<file path="config.mk">
export PLATFORM = sky130hd
export DESIGN_NAME = rot3_phase_match
export DESIGN_NICKNAME = d
export VERILOG_FILES = /design/src/rtl/rot3_phase_match.sv
export SDC_FILE = /design/constraint.sdc
export NUM_CORES = 1
export LEC_CHECK = 0
export BUFFER_PORTS_ARGS = -buffer_cell sky130_fd_sc_hd__buf_2
export CAP_MARGIN = 20
export CORE_AREA = 3 3 40 42
export DETAILED_ROUTE_END_ITERATION = 8
export DIE_AREA = 0 0 43 45
export GPL_TIMING_DRIVEN = 0
export PLACE_DENSITY = 0.58
export SETUP_SLACK_MARGIN = 0.15
export SLEW_MARGIN = 20
export SYNTH_ARGS = -nofsm -noshare
export SYNTH_HDL_FRONTEND = slang
export SYNTH_SLANG_ARGS = --single-unit
</file>
<file path="constraint.sdc">
create_clock -name vclk -period 0.95
set_input_delay 0.19 -clock vclk [all_inputs]
set_output_delay 0.19 -clock vclk [all_outputs]
set_load 0.02 [all_outputs]
</file>
<file path="src/rtl/rot3_phase_match.sv">
// Compares one rotator sample against the three legal rotation phases.
module rot3_phase_match #(
    parameter int WIDTH = 4
) (
    input  logic [WIDTH-1:0] f_in,
    input  logic [WIDTH-1:0] g_in,
    input  logic [WIDTH-1:0] h_in,
    input  logic [WIDTH-1:0] seed_f,
    input  logic [WIDTH-1:0] seed_g,
    input  logic [WIDTH-1:0] seed_h,
    output logic [2:0]       hit
);

    logic [2:0] raw;

    assign raw[0] = (f_in == seed_f) && (g_in == seed_g) && (h_in == seed_h);
    assign raw[1] = (f_in == seed_h) && (g_in == seed_f) && (h_in == seed_g);
    assign raw[2] = (f_in == seed_g) && (g_in == seed_h) && (h_in == seed_f);

    // Priority-encode to one-hot so degenerate seed sets still give a single phase.
    always_comb begin
        // NOTE: every always_comb output gets a default first so no latch is inferred.
        hit = 3'b000;
        if (raw[0])      hit = 3'b001;
        else if (raw[1]) hit = 3'b010;
        else if (raw[2]) hit = 3'b100;
    end

endmodule

</file>
# After elaboration in Yosys (flattened, before gate mapping)

Cells that the tools add are included.

Equality and inequality tests: 9
Reductions and logical operators: 6
Muxes and demuxes: 3

Operators with widths:

| kind                | number |
|---|---|
| $eq A4 B4 Y1        | 9 |
| $mux W3             | 3 |
| $logic_and A1 B1 Y1 | 6 |

Logic and storage cells: 18
Output and inout port bits: 3
Input port bits: 24
Bits in registers: 0

# Logic depth before layout (Yosys ltp)

Depth in word-level cells: 6
Depth in mapped cells: 4
Depth with buffers taken out: 4

# Worst setup path before layout

No wires, ideal clock.

Path type: in2out
From: input seed_f[0]
To: output hit[1]
Stages on the path: 4
Setup slack: -463 ps
Arrival: 1223 ps
Data required time: 760 ps
Path buffers: 0
Path through: xnor2_1 nand4_1 nor3_2 nor4_1

Longest elaborated chain between the ends: 5
Elaborated cells between the ends (all ways): 8
Those cells by class: eq/ne: 2; mux: 2; reduce/logical: 4

RTL lines:

| element                           | RTL line | text |
|---|---|---|
| start: declaration                | 8        | `input logic [WIDTH-1:0] seed_f,` |
| $eq A4 B4 Y1                      | 17       | `assign raw[1] = (f_in == seed_h) && (g_in == seed_f) && (h_in == seed_g);` |
| $logic_and A1 B1 Y1 (2 in series) | 17       |  |
| $mux W3                           | 25       | `else if (raw[1]) hit = 3'b010;` |
| $mux W3 (*)                       | 24       | `if (raw[0]) hit = 3'b001;` |
| end: declaration                  | 11       | `output logic [2:0] hit` |

Mark *: on every way between the ends. The rest lies on a longest branch, timed or not.

# Worst setup path after layout

Same ends and word-level chain as after synthesis.

==> results.md <==
| Group | Result | This run |
| --- | --- | --- |
| status | Status | complete, but fails checks |
| status | Failing checks | setup timing |
| sta | Final setup TNS | -1320 ps |
| global route | Initial antenna violation count | 0 |
| logic synthesis | Gate count of the mapped netlist | 48 |
| global route | Pin count of the biggest net entering global routing | 4 |
| detailed routing | Initial drt markers | 3 |
| detailed routing | Via-per-instance ratio | 4.79 |
| pwr | P_sw | 0.000152 W |
| layout | Diode insertion count for antenna repair | 0 |
| hold path | Cell depth of the worst min-delay path | 5 |
| critical path | Cell breakdown of the critical path | buf_6, xnor2_2, nand4_1, nor3_4, nor4_4, buf_4 |
| detailed routing | First drt pass iteration count | 3 |
| critical path | Crit path arrival time | 1220 ps |
| global route | Total global routing track utilization | 11.6% |
| layout | Final standard cell count with taps included and fillers excluded | 91 |
| sta | Setup repair after global routing missed its margin | yes |
| pwr | Clock Power Share | 0% |
| detailed routing | Antenna viol nets, final | 0 |
| sta | Final critical-path share of the clock period | 148% |
| critical path | Cell type of the slowest stage on the worst timing path | sky130_fd_sc_hd__nor3_4 |
| pwr | Sw frac | 40.7% |
| placed design | Setup Slack @ Placement | -475 ps |
| placed design | Number of port buffers | 27 |
| sta | Post-Route Hold Slack | 846 ps |
| detailed routing | DRT Wirelength | 1180 um |
| logic synthesis | Leading post-synthesis cells by cell area | sky130_fd_sc_hd__xnor2_1 80%, sky130_fd_sc_hd__nand4_1 14%, sky130_fd_sc_hd__nor4_1 3.2%, sky130_fd_sc_hd__nor3_2 2.5% |
| logic synthesis | Synthesized area divided by synthesized cell count | 8.21 um^2 |
| critical path | Slowest stage delay, CP | 340 ps |
| logic synthesis | Netlist Area Pre-Place | 394 um^2 |
| global route | Wire length of the first global-routing pass | 1790 um |
| layout | Count of flip-flops and latches | 0 |
| logic synthesis | Most repeated cell in the gate-level netlist after synthesis | sky130_fd_sc_hd__xnor2_1 |
| layout | Final Util | 61.9% |
| detailed routing | DR DRC count | 0 |
| global route | Via count of the first global-routing pass | 459 |
| pwr | Proportion of power drawn by flip-flops and latches | 0% |
| die | # rows | 13 |
| sta | Final Hold Vio Count | 0 |
| die | Core outline area | 0.00128 mm^2 |
| pwr | Design internal power | 0.000222 W |
| critical path | Required time reported for the critical path endpoint | 760 ps |
| critical path | Crit path launch type | input pin |
| logic synthesis | Post-synthesis cell type with the largest combined area | sky130_fd_sc_hd__xnor2_1 |
| sta | Min Tclk post-route | 1410 ps |
| layout | # clk buffers | 0 |
| die | Die height | 45 um |
| critical path | Endpoint class of the critical path | primary output |
| sta | Transition at the pin with the smallest max-transition slack | 291 ps |
| critical path | Critical path class | input pin to primary output |
| die | Initial core utilization | 30.7% |
| pwr | Max IR drop VDD | 228 uV |
| logic synthesis | Leading post-synthesis cells by instance count | 36 x sky130_fd_sc_hd__xnor2_1, 9 x sky130_fd_sc_hd__nand4_1, 2 x sky130_fd_sc_hd__nor4_1, 1 x sky130_fd_sc_hd__nor3_2 |
| placed design | Final estimated routing congestion in global placement | 0.751 |
| critical path | Critical-path maximum fanout | 3 |
| pwr | Comb pwr share | 100.0% |
| logic synthesis | Number of warnings issued by yosys | 0 |
| die | Die width | 43 um |
| placed design | Cell count after placement | 90 |
| logic synthesis | Proportion of netlist area held by the largest area contributor | 80.0% |
| sta | Setup-violating endpoint count in the final report | 3 |
| job | Max_cap viols | 0 |
| logic synthesis | Sequential cell area fraction in the yosys report | 0% |
| die | IO Pins | 27 |
| detailed routing | Wire length per cell | 12.9 um |
| sta | Worst Setup Slack, final | -455 ps |
| die | Die area | 0.00194 mm^2 |
| sta | Maximum clock rate | 712 MHz |
| pwr | P_leak | 0.313 nW |
| detailed routing | Total vias in the final route | 436 |
| layout | Area added between synthesis and finish | 102% |
| logic synthesis | Syn Nets | 72 |
| layout | Proportion of layout cells with a drive suffix above 1 | 56.6% |
| sta | Worst max-slew margin expressed relative to the limit | 80.5% |
| pwr | Power per cell area | 470 mW/mm^2 |
| hold path | Hold crit path type | input pin to primary output |
| sta | Max Slew Vio Count | 0 |
| layout | Count of nets after finishing | 102 |
| layout | Register Area | 0 um^2 |
| logic synthesis | Yosys cell types | 4 |
| global route | Total grt overflow | 0 |
==> layout make-up <==
class / instances / area (um^2)
multi-input cells: 48 / 520
fillers: 116 / 489
repair buffers: 28 / 256
well taps: 15 / 18.8
==> worst paths after layout <==
kind	start	end	slack [ps]
worst max-delay path	seed_f[0]	hit[1]	-460
worst min-delay path	g_in[0]	hit[1]	850
==> cells in the final DEF (no fill, tap or decap) <==
cell                      netlist  routed
sky130_fd_sc_hd__xnor2_1       36      24
sky130_fd_sc_hd__buf_6          0      13
sky130_fd_sc_hd__xnor2_2        0      12
sky130_fd_sc_hd__nand4_1        9       9
sky130_fd_sc_hd__buf_2          0       7
sky130_fd_sc_hd__buf_4          0       6
sky130_fd_sc_hd__nor4_4         0       2
sky130_fd_sc_hd__buf_8          0       2
sky130_fd_sc_hd__nor3_4         0       1
==> critical path: cells and delay by family <==
kind	cells	cell delay [ps]
xor+xnor	1	170
buf+inv	2	260
simple gates	3	590
==> metal layers <==
layer	share of wire [%]	wire length (um)	up-vias	GRT usage (%)
met1	39	465	198	14.9
li1	-	-	225	-
met5	0	0	-	0
met3	5.9	69	0	0.398
met2	55	643	13	22.8
met4	0	0	0	0
==> power groups by stage <==
stage	registers, W	clock network (W)	logic [W]
5_1_grt	0	0	0.000399
3_3_place_gp	0	0	0.000287
6_report	0	0	0.000374
2_1_floorplan	0	0	0.000165
3_5_place_dp	0	0	0.000287
4_1_cts	0	0	0.000326
==> through the flow <==
stage	instance area (um^2)	power, W
5_1_grt	796	0.000399
4_1_cts	694	0.000326
6_report	796	0.000374
2_1_floorplan	453	0.000165
3_3_place_gp	607	0.000287
3_5_place_dp	607	0.000287
==> cell families after synthesis <==
group         synth area share, %
xor+xnor                     80.0
simple gates                 20.0
==> timing repair <==
action / CTS / global route
buffers inserted: 1 / 0
resized for setup: 22 / 24
pin swaps: 10 / 11
hold buffers: 0 / 0
endpoints found under the setup margin: 3 / 3
Note: power is estimated with default switching activity, not from simulation.
